**src/rtl/pdm_eth_pkg.sv**
```systemverilog
// Shared definitions for the PDM-to-Ethernet streaming path.
// Optional build macro: PDM_ARB_CHANNEL_TAG_EN adds a one-beat channel tag
// header at the start of every packet.
package pdm_eth_pkg;

  // Defaults shared with the packet generator so payload lengths line up.
  localparam int PDM_DATA_WIDTH   = 32;
  localparam int PDM_PACKET_WORDS = 64;

  // Marker byte in the tag header beat.
  localparam logic [7:0] TAG_MAGIC = 8'hA5;

  typedef enum logic [1:0] {
    ST_IDLE = 2'd0,
`ifdef PDM_ARB_CHANNEL_TAG_EN
    ST_TAG  = 2'd1,
`endif
    ST_XFER = 2'd2
  } arb_state_e;

  // Channel index width, kept at least one bit so a single-channel build
  // still has a legal vector.
  function automatic int ch_bits(input int num_ch);
    return (num_ch > 1) ? $clog2(num_ch) : 1;
  endfunction

  // Header beat layout: magic, channel, running packet count.
  function automatic logic [31:0] tag_word(input logic [7:0] ch,
                                           input logic [15:0] cnt);
    return {TAG_MAGIC, ch, cnt};
  endfunction

endpackage

```
**src/rtl/pdm_stream_arbiter_rr_pick.sv**
```systemverilog
// rr_pick: combinational round-robin priority selector.
// The search starts one past last_grant and wraps; the nearest asserted
// request wins. Kept standalone so the MAC-level arbiter can reuse it.
module rr_pick #(
  parameter int NUM_CH  = 4,
  parameter int CH_BITS = (NUM_CH > 1) ? $clog2(NUM_CH) : 1
) (
  input  logic [NUM_CH-1:0]  req,
  input  logic [CH_BITS-1:0] last_grant,
  output logic [CH_BITS-1:0] winner,
  output logic               any_req
);

  // Walk offsets from farthest to nearest so the nearest requester is the
  // last assignment and therefore the winner.
  always_comb begin
    logic [CH_BITS-1:0] idx;
    idx     = '0;
    winner  = '0;
    any_req = 1'b0;
    for (int off = NUM_CH; off >= 1; off--) begin
      idx = CH_BITS'((int'(last_grant) + off) % NUM_CH);
      if (req[idx]) begin
        winner  = idx;
        any_req = 1'b1;
      end
    end
  end

endmodule

```
**src/rtl/pdm_stream_arbiter.sv**
```systemverilog
// pdm_stream_arbiter: round-robin packet arbiter from NUM_CH PDM channel
// AXI-Stream sources onto the single packet generator input. Each grant
// forwards exactly PACKET_WORDS beats and marks the last one with tlast.
// The data path is a zero-latency pass-through of the granted channel;
// arbitration costs one idle cycle per packet.
// Optional build macro: PDM_ARB_CHANNEL_TAG_EN inserts a header beat
// {A5, channel, pkt_count} as beat 0 of every packet.
module pdm_stream_arbiter
  import pdm_eth_pkg::*;
#(
  parameter int NUM_CH       = 4,
  parameter int DATA_WIDTH   = PDM_DATA_WIDTH,
  parameter int PACKET_WORDS = PDM_PACKET_WORDS,
  parameter int CH_BITS      = ch_bits(NUM_CH)
) (
  input  logic                         clk_i,
  input  logic                         rst_i,
  input  logic [NUM_CH*DATA_WIDTH-1:0] s_axis_tdata_i,
  input  logic [NUM_CH-1:0]            s_axis_tvalid_i,
  output logic [NUM_CH-1:0]            s_axis_tready_o,
  output logic [DATA_WIDTH-1:0]        m_axis_tdata_o,
  output logic                         m_axis_tvalid_o,
  output logic                         m_axis_tlast_o,
  input  logic                         m_axis_tready_i,
  output logic [CH_BITS-1:0]           grant_o,
  output logic                         busy_o,
  output logic [15:0]                  pkt_count_o
);

  localparam int CNT_W = $clog2(PACKET_WORDS);
  localparam logic [CNT_W-1:0] LAST_BEAT = CNT_W'(PACKET_WORDS - 1);

  arb_state_e          state_q;
  logic [CH_BITS-1:0]  grant_q;
  logic [CH_BITS-1:0]  last_grant_q;
  logic [CNT_W-1:0]    beat_cnt_q;
  logic [15:0]         pkt_count_q;

  logic [CH_BITS-1:0]  pick_winner;
  logic                pick_any;
  logic                last_beat;
  logic                out_hs;

  logic [DATA_WIDTH-1:0] ch_data [NUM_CH];

  for (genvar g = 0; g < NUM_CH; g++) begin : g_unpack
    assign ch_data[g] = s_axis_tdata_i[g*DATA_WIDTH +: DATA_WIDTH];
  end

  rr_pick #(
    .NUM_CH  (NUM_CH),
    .CH_BITS (CH_BITS)
  ) u_rr_pick (
    .req        (s_axis_tvalid_i),
    .last_grant (last_grant_q),
    .winner     (pick_winner),
    .any_req    (pick_any)
  );

  assign last_beat = (beat_cnt_q == LAST_BEAT);
  assign out_hs    = m_axis_tvalid_o && m_axis_tready_i;

  // Output mux: pass the granted channel straight through in XFER, drive the
  // header beat in TAG, and keep everything quiet in IDLE.
  always_comb begin
    m_axis_tdata_o  = '0;
    m_axis_tvalid_o = 1'b0;
    m_axis_tlast_o  = 1'b0;
    s_axis_tready_o = '0;
    case (state_q)
      ST_XFER: begin
        m_axis_tdata_o           = ch_data[grant_q];
        m_axis_tvalid_o          = s_axis_tvalid_i[grant_q];
        s_axis_tready_o[grant_q] = m_axis_tready_i;
        m_axis_tlast_o           = last_beat && s_axis_tvalid_i[grant_q];
      end
`ifdef PDM_ARB_CHANNEL_TAG_EN
      ST_TAG: begin
        m_axis_tdata_o  = DATA_WIDTH'(tag_word(8'(grant_q), pkt_count_q));
        m_axis_tvalid_o = 1'b1;
      end
`endif
      default: ;
    endcase
  end

  // Packet FSM: pick a channel in IDLE, then count handshakes until the
  // tlast beat, at which point the round-robin pointer advances.
  always_ff @(posedge clk_i) begin
    if (rst_i) begin
      state_q      <= ST_IDLE;
      grant_q      <= '0;
      last_grant_q <= CH_BITS'(NUM_CH - 1);
      beat_cnt_q   <= '0;
      pkt_count_q  <= '0;
    end else begin
      case (state_q)
        ST_IDLE: begin
          if (pick_any) begin
            grant_q <= pick_winner;
`ifdef PDM_ARB_CHANNEL_TAG_EN
            state_q <= ST_TAG;
`else
            state_q <= ST_XFER;
`endif
          end
        end
`ifdef PDM_ARB_CHANNEL_TAG_EN
        ST_TAG: begin
          if (m_axis_tready_i) begin
            beat_cnt_q <= CNT_W'(1);
            state_q    <= ST_XFER;
          end
        end
`endif
        ST_XFER: begin
          if (out_hs) begin
            if (last_beat) begin
              beat_cnt_q   <= '0;
              last_grant_q <= grant_q;
              pkt_count_q  <= pkt_count_q + 16'd1;
              state_q      <= ST_IDLE;
            end else begin
              beat_cnt_q <= beat_cnt_q + 1'b1;
            end
          end
        end
        default: state_q <= ST_IDLE;
      endcase
    end
  end

  assign grant_o     = grant_q;
  assign busy_o      = (state_q != ST_IDLE);
  assign pkt_count_o = pkt_count_q;

endmodule

```
**config.mk**
```make
export PLATFORM = sky130hd
export DESIGN_NAME = pdm_stream_arbiter
export DESIGN_NICKNAME = d
export VERILOG_FILES = /design/src/rtl/pdm_eth_pkg.sv /design/src/rtl/pdm_stream_arbiter_rr_pick.sv /design/src/rtl/pdm_stream_arbiter.sv
export SDC_FILE = /design/constraint.sdc
export NUM_CORES = 1
export LEC_CHECK = 0
export ABC_AREA = 1
export CAP_MARGIN = 20
export CORE_MARGIN = 4
export CORE_UTILIZATION = 35
export CTS_BUF_LIST = sky130_fd_sc_hd__clkbuf_16
export DETAILED_ROUTE_END_ITERATION = 10
export GPL_TIMING_DRIVEN = 0
export PLACE_DENSITY_LB_ADDON = 0.25
export SYNTH_ARGS = -nofsm -noshare
export SYNTH_HDL_FRONTEND = slang
export SYNTH_SLANG_ARGS = --single-unit
```
**constraint.sdc**
```tcl
create_clock -name clk_i -period 3.3 [get_ports clk_i]
set_input_delay 0.825 -clock clk_i [delete_from_list [all_inputs] [get_ports clk_i]]
set_output_delay 0.825 -clock clk_i [all_outputs]
set_load 0.1 [all_outputs]
```
* After elaboration in Yosys (flattened, before gate mapping) *
Index checks and enable logic that the tools add are counted.

cells by class
  $lt $le $gt $ge = 7
  $add $sub $neg = 6
  reductions and logical operators = 9
  bitwise operators = 2
  mux-type cells = 32
  eq/ne operators = 5

operators with widths
  operator                                                           number
  2-to-1 mux 32 bit                                                  3
  binary-select mux 32 bit (select 2 bit)                            1
  adder 16 x 1 -> 16 bit, second input constant                      1
  < comparator 2 x 3 -> 1 bit, second input constant                 5
  2-to-1 mux 2 bit                                                   7
  2-to-1 mux 1 bit                                                   12
  binary-select mux 1 bit (select 2 bit)                             5
  adder 6 x 1 -> 6 bit, second input constant                        1
  == test 6 bit, second input constant                               1
  2-to-1 mux 6 bit                                                   1
  inequality test 2 bit, second input constant                       3
  AND reduction 3 bit                                                2
  adder 2 x 1 -> 2 bit, second input constant                        2
  adder 2 bit, second input constant                                 2
  bitwise AND 4 bit                                                  1
  2-to-1 mux 4 bit                                                   1
  case mux 2 bit (2 select lines)                                    1
  AND reduction 2 bit                                                2
  greater-or-equal comparator 3 bit, second input constant           1
  logical AND 1 bit                                                  3
  inverter 2 -> 3 bit                                                1
  demux 1 bit (select 2 bit)                                         1
  == test 2 bit, second input constant                               1
  greater-or-equal comparator 2 x 1 -> 1 bit, second input constant  1
  2 further kinds                                                    2

word-level totals
  input port bits = 135
  output and inout port bits = 57
  flip-flop bits (word level) = 28
  logic and storage cells = 66

* Depth between registers and ports, before layout *
Gate-level depths: netlist of the first run.

  word-level depth = 9
  gate-level depth with buffers = 12
  mapped depth without buffers = 11

* Cells and area by module *
A second synthesis of the first run with hierarchy kept.

second synthesis, totals
  cells, all modules = 470
  area total of the unflattened synthesis = 2,746.4 sq um

modules (own cells, without submodules)
  module              seq. area each (sq um)  instances  area each (sq um)  cells each
  pdm_stream_arbiter  540.5                   1          2,519.9            421
  rr_pick             0.0                     1          226.5              49

* Worst setup path after synthesis of the first run *
No wires, ideal clock.

  path type = register -> output
  start point = reg grant_q[1] (netlist: grant_o[1])
  end point = out m_axis_tlast_o
  arrival = 3,611 ps
  required time = 2,475 ps
  path slack = -1,136 ps
  path buffers = 0
  cell stages (with the launch flop) = 5
  cells stage by stage = dfxtp_1 -> nand2_1 -> o22ai_2 -> nor2_4 -> nor3_1

on the way
  cells in the longest elaborated chain, start to end = 4

ends and longest elaborated chain
  item                                    RTL line                   text
  from (decl)                             pdm_stream_arbiter.sv:34   logic [CH_BITS-1:0] grant_q;
  from (signal assigned)                  pdm_stream_arbiter.sv:100  grant_q <= pick_winner;
  binary-select mux 1 bit (select 2 bit)  pdm_stream_arbiter.sv:75   m_axis_tlast_o = last_beat && s_axis_tvalid_i[grant_q];
  2-to-1 mux 1 bit (not written as such)  pdm_stream_arbiter.sv:75
  logical AND 1 bit                       pdm_stream_arbiter.sv:75
  2-to-1 mux 1 bit                        pdm_stream_arbiter.sv:70   case (state_q)
  to (decl)                               pdm_stream_arbiter.sv:23   output logic m_axis_tlast_o,

No other way between the ends. The select of a mux whose other input is x is not followed.

* Worst setup path after layout of the first run *
  start point = reg grant_q[0] (netlist: grant_o[0])
  end point = out m_axis_tdata_o[15]

on the way
  cells in the longest elaborated chain, start to end = 5

ends and longest elaborated chain
  item                                                   RTL line                  text
  inverter 2 -> 3 bit (not written as such)              pdm_stream_arbiter.sv:72  m_axis_tdata_o = ch_data[grant_q];
  binary-select mux 32 bit (select 2 bit)                pdm_stream_arbiter.sv:72
  2-to-1 mux 32 bit (not written as such) (2 in series)  pdm_stream_arbiter.sv:72
  2-to-1 mux 32 bit                                      pdm_stream_arbiter.sv:70
  to (decl)                                              pdm_stream_arbiter.sv:21  output logic [DATA_WIDTH-1:0] m_axis_tdata_o,

No other way between the ends. The select of a mux whose other input is x is not followed.

==> impl_metrics.csv, run 1 <==
group,metric,value,unit
timing,fin_crit_sh,97.5,%
critical_path,critPathArrivalTime,2.39,ns
critical_path,critPathCaptureType,"output pin",
power_and_ir_drop,seqPwrFrac,19.4,%
synthesis,synth_flop_cell,"dfxtp_1",
synthesis,synth_top_family_by_area,"compound AO/OA/AOI/OAI gates",
synthesis,synth-adder-area-share,1.05,%
critical_path,crit_required,2.47,ns
power_and_ir_drop,intPower,0.852,mW
global_route,grt_use_total,27.9,%
critical_path,cpPeakStageDelay,0.56,ns
power_and_ir_drop,power.density,366,nW/um^2
clock_network,clk_latency,0.26,ns
timing,timing.fmax,311,MHz
critical_path,cpMaxStageDelayCell,"clkdlybuf4s18_2",
synthesis,synth.ff_latch_count,27,
die,core-area,6460,sq um
synthesis,netlist_top_cells_count,"nand2_1, a22oi_1, a21oi_1",
cells_and_area,area_delta_synth_final,103,%
power_and_ir_drop,p_sw,0.911,mW
job,cap_violations,0,
die,die_y,90.3,um
timing,finalCriticalPeriod,3.22,ns
critical_path,reg2reg_to,"pkt_count_o[13]$_SDFFE_PP0P_",
clock_network,clockBufferDepth,2,
clock_network,numClockSinks,27,
synthesis,avgSynthCellArea,6.34,sq um
power_and_ir_drop,p_comb_share,65.4,%
synthesis,synthCells,374,
synthesis,syn_nets,511,
clock_network,cts_tree,"built",
timing,whs,0.477,ns
synthesis,syn_area,2370,sq um
die,fp-row-count,29,
timing,fin_skew,0.00287,ns
die,start_util,36.7,%
critical_path,critPathMaxFanout,10,
detailed_routing,drc,0,
status,outcome,"finished, final reports clean",
critical_path,cp-start-kind,"flop",
detailed_routing,antenna_left,0,
synthesis,yosys.area_share.simple,25.9,%
synthesis,ys_seq_area_share,22.8,%
detailed_routing,dr.pass1.iters,5,
synthesis,synth_area_leader_cell,"dfxtp_1",
clock_network,numCtsBuffers,3,
critical_path,rrSetupSlack,1.48,ns
cells_and_area,fill_cells,522,
critical_path,crit_end,"m_axis_tdata_o[15]",
critical_path,worst-setup-path-type,"flop to output pin",
placement,portBuffers,191,
synthesis,synth_edf_count,0,
cells_and_area,drive_gt1_share,17.0,%
clock_network,postCtsSetupBuffers,0,
synthesis,synth-async-reset-ratio,0,%
power_and_ir_drop,power.total,1.76,mW
clock_network,cts.clk_slew.worst_paths,0.06,ns
timing,setup_tns,0,ns
timing,finalHoldViolCount,0,
synthesis,synthXorXnorAreaFrac,5.91,%
global_route,grt_pass1_wl,18800,um
synthesis,ys_types,29,
hold_path,whs_path_depth,2,
global_route,overflow,0,
critical_path,reg2reg_from,"grant_o[0]$_SDFFE_PP0P_",
detailed_routing,drt_iter0_markers,223,
cells_and_area,n_antenna_cell,0,
synthesis,synth_area_leaders,"dfxtp_1, a22oi_1, nand2_1, a21oi_1, inv_1",
die,dieArea,8160,sq um
clock_network,root_buffer,"clkbuf_16",
clock_network,h-tree-depth,1,
timing,worst_pin_slew,0.970,ns
placement,routabilityCongestion,0.943,
synthesis,yosysTopAreaCellShare,22.8,%
cells_and_area,post-route-util,74.6,%
synthesis,ys_warn_count,0,
detailed_routing,wl,11700,um
placement,dp_hpwl,9560,um
synthesis,muxShareOfSynthArea,0,%
critical_path,r2r_cells,10,
global_route,antenna_found_initial,0,
die,die_w,90.3,um
power_and_ir_drop,switching_share,51.7,%
hold_path,hold_path.class,"flop to flop",
critical_path,cp-startpoint,"grant_o[0]$_SDFFE_PP0P_",
timing,slew_violations,0,
clock_network,cts.hold.buffers_added,0,
timing,slew_headroom,35.2,%
global_route,grt_max_degree,15,
synthesis,synth_compound_area_share,35.5,%
critical_path,crit_chain,"nand2_1 -> inv_1 -> clkbuf_1 -> a22oi_1 -> a21oi_4 -> clkdlybuf4s18_2",
detailed_routing,via_per_inst,5.39,
critical_path,crit_family,"buffers and inverters",
power_and_ir_drop,ir_drop,0.230,mV
critical_path,critPathBufInv,3,
timing,setup_viol_count_final,0,
power_and_ir_drop,p_leak,1.74,nW
detailed_routing,vias,3500,
power_and_ir_drop,pwr-share-clk,15.2,%
detailed_routing,wl_per_cell,18.1,um
global_route,grt_pass1_vias,3504,
die,ios,192,
cells_and_area,fin_nets,710,
synthesis,yosysMostFrequentCell,"nand2_1",
critical_path,cp_num_cells,6,
cell families (layout without fill, tap and decap cells):
| logic type | count (synthesis) | in the layout |
|---|---|---|
| AO/OA/AOI/OAI | 132 | 132 |
| XOR/XNOR | 16 | 16 |
| adder cells (fa/ha/maj) | 2 | 2 |
| buffers and inverters | 52 | 250 |
| flip-flops | 27 | 27 |
| AND/OR/NAND/NOR | 145 | 145 |
cell type report:
cell class | instances | area [sq um] | share of cell area [%]
multi-input cells | 295 | 1980 | 41.0
flip-flops and latches | 27 | 542 | 11.2
inverters | 31 | 118 | 2.44
repair buffers | 194 | 1910 | 39.7
clock buffers | 3 | 75.1 | 1.56
well taps | 77 | 96.3 | 2.00
clock inverters | 1 | 3.75 | 0.0779
plain buffers | 21 | 95.1 | 1.97
layout by cell type, fill, tap and decap left out, drive strengths merged, types with 16 or more instances in the layout:
cell type / n
clkbuf: 22
a22oi: 64
nand2: 93
nand3: 18
buf: 16
nor2: 24
inv: 30
dfxtp: 27
a21oi: 57
clkdlybuf4s50: 153
sequential cells by signal, summed over array words and instances, names as in the netlist:
register      count
beat_cnt_q        6
last_grant_q      2
state_q           1
grant_o           2
pkt_count_o      16
worst min path at each step:
| stage | from | slack, ns | endpoint |
|---|---|---|---|
| final | beat_cnt_q[5]$_SDFFE_PP0P_ | 0.48 | beat_cnt_q[5]$_SDFFE_PP0P_ |
| after global routing | beat_cnt_q[5]$_SDFFE_PP0P_ | 0.50 | beat_cnt_q[5]$_SDFFE_PP0P_ |
| after CTS | beat_cnt_q[5]$_SDFFE_PP0P_ | 0.48 | beat_cnt_q[5]$_SDFFE_PP0P_ |
| after detailed placement | beat_cnt_q[5]$_SDFFE_PP0P_ | 0.47 | beat_cnt_q[5]$_SDFFE_PP0P_ |
| after global placement | beat_cnt_q[5]$_SDFFE_PP0P_ | 0.46 | beat_cnt_q[5]$_SDFFE_PP0P_ |
| after floorplan | beat_cnt_q[5]$_SDFFE_PP0P_ | 0.45 | beat_cnt_q[5]$_SDFFE_PP0P_ |
timing repair:
item | CTS | global route
pin swaps | 0 | 0
gates cloned | 0 | 0
endpoints found under the setup margin | 38 | 34
resized for setup | 111 | 43
layer usage:
metal  global-route usage, %  vias up  share of wire, %  wire (um)
met5                       0        -                 0          0
met4                    5.23        0               1.9        220
met3                    5.17       18               5.4        637
met2                    51.6      129                52       6140
met1                    33.6     1645                40       4740
li1                        -     1708                 -          -
stage by stage:
step,cells,area [sq um],setup WS [ns]
after floorplan,374,2730,-0.273
after global placement,642,4730,-0.536
after detailed placement,644,4760,-0.529
after CTS,648,4880,0.00552
after global routing,649,4820,-0.000197
final,649,4820,0.0816
worst register-to-register path: stages (launching register included):
cell and delay [ns]:
dfxtp_1 0.36, nor2_2 0.30, inv_2 0.08, o22ai_2 0.17, nor2_4 0.09, nor2_8 0.15
nand2_2 0.10, clkinv_2 0.13, buf_6 0.15, nand2_1 0.07, a21oi_1 0.16
power by group through the flow:
stage,Combinational (mW),Clock [mW],Sequential [mW]
2_1_floorplan,0.787,0,0.380
3_3_place_gp,1.15,0,0.350
3_5_place_dp,1.17,0,0.350
4_1_cts,1.16,0.274,0.342
5_1_grt,1.20,0.292,0.343
6_report,1.15,0.269,0.342
No activity file was read; power rests on OpenSTA's default activity.
==> run 2: changes to the inputs <==
--- a/config.mk
+++ b/config.mk
@@ -8,7 +8,7 @@
 export ABC_AREA = 1
 export CAP_MARGIN = 20
 export CORE_MARGIN = 4
-export CORE_UTILIZATION = 35
+export CORE_UTILIZATION = 25
 export CTS_BUF_LIST = sky130_fd_sc_hd__clkbuf_16
 export DETAILED_ROUTE_END_ITERATION = 10
 export GPL_TIMING_DRIVEN = 0
==> run 2 against run 1 <==
Against the previous run:
- combinational power about the same
- clock skew hardly changed
- worst hold slack improved by 0.0019 ns
==> impl_metrics.csv, run 2 (same netlist as run 1, synthesis figures left out) <==
group,metric,value,unit
status,outcome,"finished, final reports clean",
placement,routabilityCongestion,0.896,
critical_path,crit_chain,"clkdlybuf4s50_1 -> a22oi_1 -> a21oi_2 -> clkdlybuf4s15_1",
clock_network,numCtsBuffers,3,
timing,timing.fmax,307,MHz
detailed_routing,drt_iter0_markers,178,
global_route,grt_use_total,20.0,%
cells_and_area,area_delta_synth_final,101,%
timing,slew_headroom,32.5,%
timing,finalCriticalPeriod,3.25,ns
die,die_y,105,um
detailed_routing,via_per_inst,4.93,
detailed_routing,dr.pass1.iters,4,
detailed_routing,drc,0,
clock_network,cts.hold.buffers_added,0,
cells_and_area,final-seq-area,542,sq um
die,core-area,9240,sq um
critical_path,critPathArrivalTime,2.43,ns
detailed_routing,wl,11900,um
cells_and_area,drive_gt1_share,16.6,%
global_route,grt_pass1_vias,3356,
timing,worst_pin_slew,1.02,ns
clock_network,cts_resized,127,
detailed_routing,vias,3455,
critical_path,reg2reg_from,"grant_o[0]$_SDFFE_PP0P_",
power_and_ir_drop,power.density,364,nW/um^2
critical_path,cpMaxStageDelayCell,"clkdlybuf4s15_1",
clock_network,postCtsSetupBuffers,0,
critical_path,worst-setup-path-type,"primary input to output pin",
die,dieArea,11100,sq um
cells_and_area,fin_nets,710,
clock_network,clockBufferDepth,2,
hold_path,hold_path.class,"flop to flop",
clock_network,root_buffer,"clkbuf_16",
clock_network,cts_tree,"built",
detailed_routing,wl_per_cell,16.9,um
power_and_ir_drop,ir_drop,0.268,mV
timing,finalHoldViolCount,0,
critical_path,critPathMaxFanout,1,
clock_network,h-tree-depth,1,
global_route,overflow,0,
die,ios,192,
critical_path,cpPeakStageDelay,0.88,ns
clock_network,cts.clk_slew.worst_paths,0.07,ns
cells_and_area,largest_register_ffs,16,
die,die_w,105,um
die,fp-row-count,35,
timing,whs,0.479,ns
global_route,grt_pass1_wl,18100,um
power_and_ir_drop,power.total,1.74,mW
critical_path,cp-startpoint,"s_axis_tdata_i[0]",
critical_path,crit_required,2.47,ns
placement,pre_cts_slack,-0.590,ns
clock_network,numClockSinks,27,
placement,dpl_cell_area,4830,sq um
power_and_ir_drop,p_leak,1.75,nW
job,cap_violations,0,
cells_and_area,layout_commonest_cell,"clkdlybuf4s50_1",
timing,fin_crit_sh,98.6,%
global_route,grt_max_degree,16,
placement,dp_hpwl,9750,um
cells_and_area,multi_input_area,1980,sq um
detailed_routing,antenna_left,0,
cells_and_area,final_cell_mix,"clkdlybuf4s50_1, nand2_1, a22oi_1",
timing,rsz0062_at_grt,"false",
timing,setup_viol_count_final,0,
critical_path,critPathCaptureType,"output pin",
global_route,antenna_found_initial,0,
cells_and_area,fill_cells,895,
timing,slew_violations,0,
cells_and_area,final_area,4780,sq um
clock_network,clk_latency,0.26,ns
cells_and_area,n_antenna_cell,0,
critical_path,cp-start-kind,"primary input",
hold_path,hp-start,"beat_cnt_q[5]$_SDFFE_PP0P_",
timing,fin_skew,0.00327,ns
timing,timing.final.ws_setup,0.0456,ns
placement,portBuffers,191,
die,start_util,25.7,%
run 2: worst max-delay path: cells and delay by family:
kind	cells	cell delay (ns)
buf+inv	2	1.35
compound gates	2	0.25
run 2: metrics by stage:
| step | util [%] | cells | TNS (ns) |
|---|---|---|---|
| floorplan | - | 374 | -0.486 |
| global route | 51.7 | 701 | 0 |
| finish | 51.7 | 701 | 0 |
| CTS | 53.1 | 700 | 0 |
| global placement | 51.9 | 694 | -11.45 |
| detailed placement | 52.2 | 696 | -11.79 |
run 2: report_power, final:
group	switching (mW)	internal (mW)	total, mW
registers	0.00955	0.333	0.342
logic	0.792	0.333	1.13
clock network	0.110	0.163	0.273
total	0.912	0.829	1.74
run 2: per-layer routing:
layer  track usage (%)  wire (um)  up-vias  part of all wire [%]
li1                  -          -     1710                     -
met1              24.8       4930     1604                    42
met2              37.0       6160      135                    52
met3              3.74        702        6                   5.9
met4              1.87         72        0                  0.61
met5                 0          0        -                     0
run 2: worst paths after layout:
check                                                   end  slack, ns  depth (start not counted)
worst max-delay path                      m_axis_tdata_o[0]       0.05                          4
worst min-delay path             beat_cnt_q[5]$_SDFFE_PP0P_       0.48                          2
worst max register to register  pkt_count_o[5]$_SDFFE_PP0P_       1.51                         10
worst min register to register   beat_cnt_q[5]$_SDFFE_PP0P_       0.48                          2
run 2: cell type report:
cell class              count  share of cell area (%)
plain buffers              21                    1.96
clock buffers               3                    1.57
clock inverters             1                   0.105
inverters                  31                    2.46
multi-input cells         295                    41.4
flip-flops and latches     27                    11.3
well taps                 129                    3.38
repair buffers            194                    37.8
